File: config.mk
export PLATFORM = sky130hd
export DESIGN_NAME = serial_divider
export DESIGN_NICKNAME = d
export VERILOG_FILES = /design/src/rtl/serial_divider.sv
export SDC_FILE = /design/constraint.sdc
export NUM_CORES = 1
export LEC_CHECK = 0
export ABC_AREA = 1
export CORE_AREA = 4 4 97 167
export DETAILED_ROUTE_END_ITERATION = 6
export DIE_AREA = 0 0 101 171
export GPL_ROUTABILITY_DRIVEN = 0
export PLACE_DENSITY = 0.88
export SETUP_SLACK_MARGIN = 0.05
export SKIP_LAST_GASP = 1
export SLEW_MARGIN = 25
export SYNTH_ARGS = -nofsm -noshare
export SYNTH_HDL_FRONTEND = slang
export SYNTH_SLANG_ARGS = --single-unit
export TNS_END_PERCENT = 100
File: constraint.sdc
create_clock -name clock -period 6.5 [get_ports clock]
set_input_delay 0.65 -clock clock [delete_from_list [all_inputs] [get_ports clock]]
set_output_delay 0.65 -clock clock [all_outputs]
set_load 0.005 [all_outputs]
File: src/rtl/serial_divider.sv
// Restoring divider, one quotient bit per clock, valid/ready on both sides; WIDTH edges from accept to result.
// Define SERIAL_DIVIDER_SIGNED_EN to add the op_signed input for two's-complement operation.
module serial_divider #(
  parameter int WIDTH = 32
) (
  input  logic             clock,
  input  logic             reset_n,
  input  logic             start_valid,
  output logic             start_ready,
  input  logic [WIDTH-1:0] dividend,
  input  logic [WIDTH-1:0] divisor,
`ifdef SERIAL_DIVIDER_SIGNED_EN
  input  logic             op_signed,
`endif
  output logic             result_valid,
  input  logic             result_ready,
  output logic [WIDTH-1:0] quotient,
  output logic [WIDTH-1:0] remainder,
  output logic             div_by_zero
);

  localparam int CW = (WIDTH > 2) ? $clog2(WIDTH) : 1;

  typedef enum logic [1:0] {IDLE, BUSY, DONE} state_t;

  state_t           state, state_nxt;
  logic [CW-1:0]    cnt;
  logic [WIDTH-1:0] quo_q, rem_q, dvsr_q;
  logic             zero_q;
  logic             qneg_q, rneg_q;
  logic             accept, last_iter, fits;
  logic [WIDTH:0]   shifted, trial;
  logic [WIDTH-1:0] quo_nxt, rem_nxt, quo_fin, rem_fin;
  logic [WIDTH-1:0] dnd_mag, dvs_mag;
  logic             dnd_neg, dvs_neg;

  assign accept    = start_valid && start_ready;
  // A zero divisor spends a single BUSY cycle, so DONE follows the accept edge by one edge.
  assign last_iter = (state == BUSY) && (zero_q || (cnt == CW'(WIDTH - 1)));

  // Partial remainder stays below the divisor, so WIDTH+1 bits hold the shifted value.
  always_comb begin
    shifted = {rem_q, quo_q[WIDTH-1]};
    trial   = shifted - {1'b0, dvsr_q};
    fits    = ~trial[WIDTH];
    rem_nxt = fits ? trial[WIDTH-1:0] : shifted[WIDTH-1:0];
    quo_nxt = {quo_q[WIDTH-2:0], fits};
    quo_fin = qneg_q ? (~quo_nxt + 1'b1) : quo_nxt;
    rem_fin = rneg_q ? (~rem_nxt + 1'b1) : rem_nxt;
  end

`ifdef SERIAL_DIVIDER_SIGNED_EN
  assign dnd_neg = op_signed && dividend[WIDTH-1];
  assign dvs_neg = op_signed && divisor[WIDTH-1];
`else
  assign dnd_neg = 1'b0;
  assign dvs_neg = 1'b0;
`endif
  assign dnd_mag = dnd_neg ? (~dividend + 1'b1) : dividend;
  assign dvs_mag = dvs_neg ? (~divisor + 1'b1) : divisor;

  always_ff @(posedge clock or negedge reset_n) begin
    if (!reset_n) state <= IDLE;
    else          state <= state_nxt;
  end

  always_comb begin
    state_nxt = state;
    case (state)
      IDLE:    if (accept)       state_nxt = BUSY;
      BUSY:    if (last_iter)    state_nxt = DONE;
      DONE:    if (result_ready) state_nxt = IDLE;
      default:                   state_nxt = IDLE;
    endcase
  end

  always_comb begin
    start_ready  = (state == IDLE);
    result_valid = (state == DONE);
  end

  always_ff @(posedge clock or negedge reset_n) begin
    if (!reset_n) begin
      cnt         <= '0;
      quo_q       <= '0;
      rem_q       <= '0;
      dvsr_q      <= '0;
      zero_q      <= 1'b0;
      qneg_q      <= 1'b0;
      rneg_q      <= 1'b0;
      div_by_zero <= 1'b0;
    end else if (accept) begin
      cnt         <= '0;
      rem_q       <= '0;
      dvsr_q      <= dvs_mag;
      zero_q      <= (divisor == '0);
      // Raw dividend is kept for divide-by-zero so the remainder returns it unchanged.
      quo_q       <= (divisor == '0) ? dividend : dnd_mag;
      qneg_q      <= dnd_neg ^ dvs_neg;
      rneg_q      <= dnd_neg;
      div_by_zero <= 1'b0;
    end else if (state == BUSY) begin
      if (zero_q) begin
        quo_q       <= '1;
        rem_q       <= quo_q;
        div_by_zero <= 1'b1;
      end else begin
        cnt   <= last_iter ? '0 : cnt + 1'b1;
        quo_q <= last_iter ? quo_fin : quo_nxt;
        rem_q <= last_iter ? rem_fin : rem_nxt;
      end
    end
  end

  assign quotient  = quo_q;
  assign remainder = rem_q;

endmodule

==> results.tsv, run 1 <==
metric	value	unit
status	completed	
wl_per_cell	16.48	um
antenna_found_initial	0	
via_per_inst	5.625	
worst-path-max-fanout	53	
grt_pass1_vias	8420	
fmax	233.3	MHz
die_h	171	um
clockBufferDepth	2	
slowest_stage	nor2_4	
drt-initial-drc-count	719	
core_area	0.01484	mm^2
cp.required	6.78	ns
worst_r2r_startpoint	state[0]	
worst_clock_skew	0.01159	ns
antenna_left	0	
grt_pass1_wl	39720	um
synth_most_common_cell	nand2_1	
synth.distinct_cells	40	
layout.cells.non_filler	1511	
io_pins	135	
cts_root_buf	clkbuf_16	
synth_common_cells	nand2_1, inv_1, dfrtp_1	
synthFlopType	dfrtp_1	
crit_type	in2reg	
clkSinkCount	105	
synth-seq-area-share	32.78	%
drc_errors	0	
worstMarginPinSlew	0.9762	ns
initial_core_util	54.02	%
setup_tns	0	ns
min_period	4.285	ns
dp_hpwl	18950	um
htree_levels	3	
synth_nets	1320	
cp-start-kind	input port	
grt_max_degree	54	
netlist_instances	1217	
yosys.area.top_type	dfrtp_1	
drv_cap	0	
vias	8500	
die_area	0.01727	mm^2
cp_slowest_stage_delay	0.81	ns
grt_overflow_total	0	
cp_num_buf_inv	5	
rows	59	
post-route-period-util	65.93	%
max_slew_margin	34.69	%
syn_area	0.008015	mm^2
postCtsHoldBufs	0	
routed_wl	24910	um
numCtsBuffers	9	
finalSetupViolations	0	
r2r_cells	9	
fill_cells	1207	
cp.arrival	4.56	ns
path_clk_slew	0.08	ns
yosysTopAreaCellShare	32.78	%
cts_setup_buffers	0	
drv_slew	0	
holdCritPathClass	in2async	
crit_path_frequent_cell	inv_2	
dp.cells	1495	
path_delay_family	buffers and inverters	
yosys_warnings	0	
nets	1426	
synth_edf_count	0	
finalHoldViolCount	0	
cts_tree	yes	
syn_area_per_cell	6.586	um^2
final_layout_size_suffix_gt1_share	4.518	%
port_buffers	134	
postCtsResizedCells	0	
crit_chain	clkdlybuf4s50_1, nand2_2, inv_2, nor2_4, inv_2, buf_4, o21ai_0, inv_1, a21boi_1	
r2r-end	remainder[7]	
ys_ff_latch	105	
rsz0062_at_grt	no	
grtUsageTotal	28.76	%
r2r_slack	2.41	ns
synth_async_sr_flop_share	100.0	%
synth_area_leaders	dfrtp_1, nand2_1, inv_1	
drt-pass1-iter-count	6	
die_x	101	um
clock_latency	0.36	ns
area_growth	21.20	%
crit_path_end_kind	flop	
diodes	0	
state kept, by name, summed over array words and instances (netlist names):
name	count
cnt	5
div_by_zero	1
dvsr_q	32
quotient	32
remainder	32
state	2
zero_q	1
layout make-up:
| cell class | instances | area [um^2] | area share [%] |
|---|---|---|---|
| clock inverters | 6 | 83.83 | 0.8630 |
| flip-flops and latches | 105 | 2628 | 27.05 |
| repair buffers | 137 | 1361 | 14.01 |
| clock buffers | 10 | 239.0 | 2.460 |
| inverters | 269 | 1010 | 10.39 |
| well taps | 183 | 229.0 | 2.357 |
| multi-input cells | 801 | 4164 | 42.86 |
cells in the final DEF (no fill, tap or decap), types with 10 or more instances in the layout:
| cell | Yosys | final |
|---|---|---|
| o21ai_0 | 69 | 69 |
| nand2_1 | 347 | 346 |
| inv_1 | 265 | 265 |
| nand4_1 | 11 | 11 |
| nor3_1 | 10 | 10 |
| dfrtp_1 | 105 | 105 |
| nand3_1 | 94 | 94 |
| nand2_2 | 19 | 20 |
| ha_1 | 34 | 34 |
| nor2_1 | 38 | 38 |
| a31oi_1 | 31 | 31 |
| clkdlybuf4s50_1 | 0 | 133 |
| a21oi_1 | 33 | 33 |
| a21boi_1 | 25 | 25 |
| o22ai_1 | 31 | 31 |
worst max-delay path by stage:
| stage | from | endpoint | slack (ns) | depth (start not counted) |
|---|---|---|---|---|
| floorplan | quotient[31] | quotient[0] | 4.24 | 18 |
| global placement | start_valid | remainder[0] | 2.03 | 9 |
| detailed placement | start_valid | remainder[11] | 1.92 | 9 |
| CTS | start_valid | remainder[11] | 2.30 | 9 |
| global route | start_valid | remainder[0] | 1.88 | 9 |
| finish | start_valid | remainder[7] | 2.21 | 9 |
per-layer routing:
| layer | vias to the layer above | share of wire [%] | track usage, % |
|---|---|---|---|
| li1 | 4055 | - | - |
| met1 | 3961 | 37 | 33.29 |
| met2 | 386 | 51 | 50.13 |
| met3 | 98 | 5.8 | 3.794 |
| met4 | 0 | 5.6 | 16.67 |
| met5 | - | 0 | 0 |
logic make-up after synthesis:
logic type	Yosys count	synth area share (%)
xor+xnor	10	1.093
flops	105	32.78
compound gates	205	15.24
fa+ha+maj	35	5.557
simple gates	551	29.97
buf+inv	311	15.36
metrics by stage:
stage / hold slack, ns / utilization (%) / cell area (um^2) / setup slack [ns]
after floorplan: 0.3544 / - / 8015 / 4.237
after global placement: 0.4705 / 63.29 / 9392 / 2.025
after detailed placement: 0.4809 / 63.29 / 9392 / 1.919
after CTS: 0.3684 / 65.47 / 9714 / 2.302
after global routing: 0.4021 / 65.47 / 9714 / 1.881
final: 0.3413 / 65.47 / 9714 / 2.215
Power of run 1 is left out: the tool's default activity adds up to more than one toggle a clock period on the data nets, which glitch-free logic cannot reach.
==> inputs of run 2 (changes only) <==
clock period = 4.2 ns   (was 6.5 ns; I/O delays follow)
==> run 2 against run 1 <==
Effect of this change:
- hold slack got worse by 0.26 ns
- register-to-register slack got worse by 1.2 ns
- highest routed layer unchanged
- core utilization about the same
- sequential share of layout area about the same
- design area about the same
- non-clock buffer count increased by 3
- global-route usage decreased by 0.70 points
==> results.tsv, run 2 (same netlist as run 1, synthesis figures left out) <==
metric	value	unit	change
antenna_left	0		unchanged
vias	8455		was 8500
rows	59		unchanged
cts_root_buf	clkbuf_16		unchanged
fmax	335.9	MHz	
antenna_found_initial	0		unchanged
cp.required	4.44	ns	was 6.78 ns
worstMarginPinSlew	0.9714	ns	was 0.9762 ns
layout_commonest_cell	nand2_1		unchanged
numCtsBuffers	9		unchanged
crit_path_frequent_cell	nand2_1		was inv_2
use_met2	48.95	%	was 50.13%
grtUsageTotal	28.06	%	was 28.76%
wl_per_cell	16.06	um	was 16.48 um
holdCritPathClass	in2async		unchanged
drt-initial-drc-count	675		was 719
slowest_stage	nand2_2		was nor2_4
routed_wl	24320	um	was 24910 um
final_layout_size_suffix_gt1_share	4.658	%	was 4.518%
finalSetupViolations	0		unchanged
top_usage_layer	met2		unchanged
r2r-end	remainder[28]		was remainder[7]
post-route-period-util	70.88	%	
min_period	2.977	ns	
cp-start-kind	flop		was input port
drv_slew	0		unchanged
nets	1429		was 1426
die_h	171	um	unchanged
htree_levels	3		unchanged
worst_r2r_startpoint	remainder[17]		was state[0]
cp.arrival	3.22	ns	was 4.56 ns
postCtsHoldBufs	0		unchanged
cts_setup_buffers	0		unchanged
grt_pass1_wl	38730	um	was 39720 um
clockBufferDepth	2		unchanged
path_clk_slew	0.08	ns	about the same
via_per_inst	5.585		was 5.625
setup_ws	1.223	ns	was 2.215 ns
fill_cells	1260		was 1207
fin_util	65.51	%	was 65.47%
cp_slowest_stage_delay	0.51	ns	was 0.81 ns
die_x	101	um	unchanged
finalHoldViolCount	0		unchanged
dp_hpwl	18600	um	was 18950 um
diodes	0		unchanged
grt_pass1_vias	8336		was 8420
port_buffers	134		unchanged
crit_chain	ha_1, nand2_2, inv_1, nand2_1, nand2_1, nand2_1, nand2_1, a21oi_4, nand3_2, nand2_2, nand2_1, nand3_1, a21oi_1		was clkdlybuf4s50_1, nand2_2, inv_2, nor2_4, inv_2, buf_4, o21ai_0, inv_1, a21boi_1
rsz0062_at_grt	no		unchanged
final_cell_mix	nand2_1, inv_1, clkdlybuf4s50_1, dfrtp_1, nand3_1		unchanged
place_ws	1.333	ns	was 1.919 ns
initial_core_util	54.02	%	unchanged
r2r_cells	13		was 9
multi_input_area	0.004164	mm^2	unchanged
regArea	0.002628	mm^2	unchanged
grt_overflow_total	0		unchanged
setup_tns	0	ns	unchanged
crit_type	reg2reg		was in2reg
io_pins	135		unchanged
area_growth	21.28	%	was 21.20%
status	completed		unchanged
grt_max_degree	79		was 54
die_area	0.01727	mm^2	unchanged
drv_cap	0		unchanged
drt-pass1-iter-count	7		was 6
worst_clock_skew	0.01222	ns	was 0.01159 ns
worst-path-max-fanout	21		was 53
clock_latency	0.36	ns	about the same
met3_usage	4.325	%	was 3.794%
critPathLaunch	remainder[17]		was start_valid
clkSinkCount	105		unchanged
cts_tree	yes		unchanged
met1_usage	31.82	%	was 33.29%
core_area	0.01484	mm^2	unchanged
max_slew_margin	35.14	%	was 34.69%
r2r_slack	1.22	ns	was 2.41 ns
drc_errors	0		unchanged
postCtsResizedCells	0		unchanged
crit_path_end_kind	flop		unchanged
-- run 2: changes by cell type in the layout (fill, tap and decap cells not counted), sizes merged --
cell and change:
inv -1, clkinv -1, clkinvlp +2, buf +3
-- run 2: critical path: cells and delay by family, from the launching register on --
family	cells	cell delay [ns]
simple gates	9	1.65
flops	1	0.45
fa+ha+maj	1	0.41
compound gates	2	0.30
buf+inv	1	0.04
-- run 2: how the worst max path moves through the flow --
stage	endpoint	cells after the start
floorplan	quotient[0]	18
global placement	remainder[21]	9
detailed placement	remainder[28]	16
global route	remainder[28]	16
CTS	remainder[28]	16
finish	remainder[28]	13
-- run 2: final cells by class --
type,instances,share of cell area [%]
clock inverter,6,0.7594
inverter,269,10.39
clock buffer,10,2.356
sequential,105,27.03
timing repair buffer,140,14.27
multi-input combinational,801,42.84
tap,183,2.356
-- run 2: layer usage --
| layer | share of wire (%) | vias up |
|---|---|---|
| met5 | 0 | - |
| met4 | 6.4 | 0 |
| met3 | 6.5 | 110 |
| met2 | 51 | 356 |
| met1 | 36 | 3930 |
| li1 | - | 4059 |
-- run 2: through the flow --
stage / std cells / hold WS, ns / area, um^2
2_1_floorplan: 1217 / 0.1244 / 8015
3_3_place_gp: 1498 / 0.4695 / 9414
3_5_place_dp: 1498 / 0.4734 / 9414
4_1_cts: 1514 / 0.2800 / 9717
5_1_grt: 1514 / 0.1571 / 9721
6_report: 1514 / 0.08555 / 9721
Power of run 2 is left out for the same reason.
==> inputs of run 3 (changes only) <==
CORE_AREA = 4 4 102 177   (was 4 4 97 167)
DIE_AREA = 0 0 106 181   (was 0 0 101 171)
PLACE_DENSITY = 0.83   (was 0.88)
clock period = 2.6 ns   (was 4.2 ns; I/O delays follow)
==> run 3 against run 2 <==
Effect of this change:
- routed wire length increased by 2.4%
- design area grew 2.8%
- global-route usage decreased by 2.0 points
- critical path depth unchanged
- register-to-register slack lost 1.0 ns
- hold slack better by 0.30 ns
- via count fell by 0.32%
- core utilization fell by 5.7 points
- count of clock-buffer cells in the layout is the same
- critical path type unchanged
==> results.tsv, run 3 (same netlist as run 1, synthesis figures left out) <==
metric	value	unit	change
rows	63		was 59
worst_clock_skew	0.01381	ns	was 0.01222 ns
cts_tree	yes		unchanged
fmax	412.4	MHz	was 335.9 MHz
numCtsBuffers	9		unchanged
fill_cells	1577		was 1260
wl_per_cell	15.84	um	was 16.06 um
worst-path-max-fanout	5		was 21
grt_pass1_vias	8359		was 8336
layout_commonest_cell	nand2_1		unchanged
initial_core_util	47.96	%	was 54.02%
diodes	0		unchanged
die_area	0.01919	mm^2	was 0.01727 mm^2
drt-pass1-iter-count	5		was 7
htree_levels	3		unchanged
die_h	181	um	was 171 um
io_pins	135		unchanged
via_per_inst	5.361		was 5.585
holdCritPathClass	in2async		unchanged
post-route-period-util	93.26	%	was 70.88%
drc_errors	0		unchanged
cp.required	2.88	ns	was 4.44 ns
worstMarginPinSlew	0.6694	ns	was 0.9714 ns
grtUsageTotal	26.07	%	was 28.06%
drt-initial-drc-count	593		was 675
grt_pass1_wl	40400	um	was 38730 um
vias	8428		was 8455
max_slew_margin	55.27	%	was 35.14%
clock_latency	0.36	ns	about the same
cp.arrival	2.71	ns	was 3.22 ns
finalSetupViolations	0		unchanged
dp_hpwl	19400	um	was 18600 um
drv_slew	0		unchanged
min_period	2.425	ns	was 2.977 ns
cp-start-kind	flop		unchanged
r2r-end	remainder[8]		was remainder[28]
finalHoldViolCount	0		unchanged
fin_hold_ws	0.3839	ns	was 0.08555 ns
clkSinkCount	105		unchanged
status	completed		unchanged
r2r_slack	0.18	ns	was 1.22 ns
cts_setup_buffers	0		unchanged
antenna_found_initial	0		unchanged
drv_cap	0		unchanged
regArea	0.002628	mm^2	unchanged
final_cell_mix	nand2_1, inv_1, clkdlybuf4s50_1, dfrtp_1, nand3_1		unchanged
area_growth	24.70	%	was 21.28%
r2r_cells	13		unchanged
core_area	0.01671	mm^2	was 0.01484 mm^2
antenna_left	0		unchanged
final_layout_size_suffix_gt1_share	6.320	%	was 4.658%
routed_wl	24900	um	was 24320 um
die_x	106	um	was 101 um
grt_max_degree	66		was 79
clockBufferDepth	2		unchanged
cts_root_buf	clkbuf_16		unchanged
crit_type	reg2reg		unchanged
worst_r2r_startpoint	remainder[26]		was remainder[17]
grt_overflow_total	0		unchanged
path_clk_slew	0.08	ns	about the same
multi_input_area	0.004214	mm^2	was 0.004164 mm^2
port_buffers	134		unchanged
crit_path_end_kind	flop		unchanged
fin_util	59.81	%	was 65.51%
setup_tns	0	ns	unchanged
nets	1443		was 1429
rsz0062_at_grt	yes		was no
==> run 3: cell count changes in the layout (fill, tap and decap cells not counted), sizes merged <==
cell / change
clkinvlp: -2
bufinv: +1
inv: +1
buf: +13
dlygate4sd3: +1
==> run 3: worst max path at each step <==
stage / from / endpoint / slack [ns]
2_1_floorplan: quotient[31] / quotient[0] / 0.34
3_3_place_gp: quotient[31] / remainder[0] / 0.15
3_5_place_dp: quotient[31] / remainder[0] / 0.04
4_1_cts: quotient[31] / remainder[7] / 0.05
5_1_grt: remainder[8] / remainder[7] / -0.002
6_report: remainder[26] / remainder[8] / 0.18
==> run 3: repair_timing <==
action / 4_1_cts / 5_1_grt
pin swaps: 0 / 2
gates resized for setup: 1 / 12
endpoints found under the hold margin: 29 / 0
endpoints found under the setup margin: 3 / 33
hold buffers: 1 / 0
==> run 3: cell type report <==
class	instances	area share, %
repair buffers	154	15.34
multi-input cells	801	42.16
well taps	227	2.842
clock inverters	6	0.9765
flip-flops and latches	105	26.29
clock buffers	10	2.291
inverters	269	10.10
==> run 3: routing by layer <==
metal	routed length, um	global-route usage, %	up-vias	share of wire, %
met5	0	0	-	0
met4	1535	14.57	0	6.2
met3	1304	3.325	101	5.2
met2	12900	47.21	295	52
met1	9162	29.02	3942	37
li1	-	-	4090	-
==> run 3: critical path, stage by stage (launching register included) <==
cell and delay [ns]:
dfrtp_1 0.42, ha_1 0.38, a21oi_1 0.26, nand2_1 0.12, nand2_1 0.07, nand2_1 0.08, a21oi_4 0.23, nand2_4 0.10
nand2_4 0.07, nand2_2 0.07, buf_4 0.16, nand2_1 0.11, nand3_1 0.11, a21boi_1 0.15
==> run 3: metrics by stage <==
step | instances | instance area (um^2) | worst slack (ns)
after CTS | 1572 | 9948 | 0.05072
final | 1572 | 9995 | 0.1752
after global placement | 1555 | 9604 | 0.1496
after detailed placement | 1555 | 9604 | 0.04097
after floorplan | 1217 | 8015 | 0.3374
after global routing | 1572 | 9995 | -0.001581
Power of run 3 is left out for the same reason.
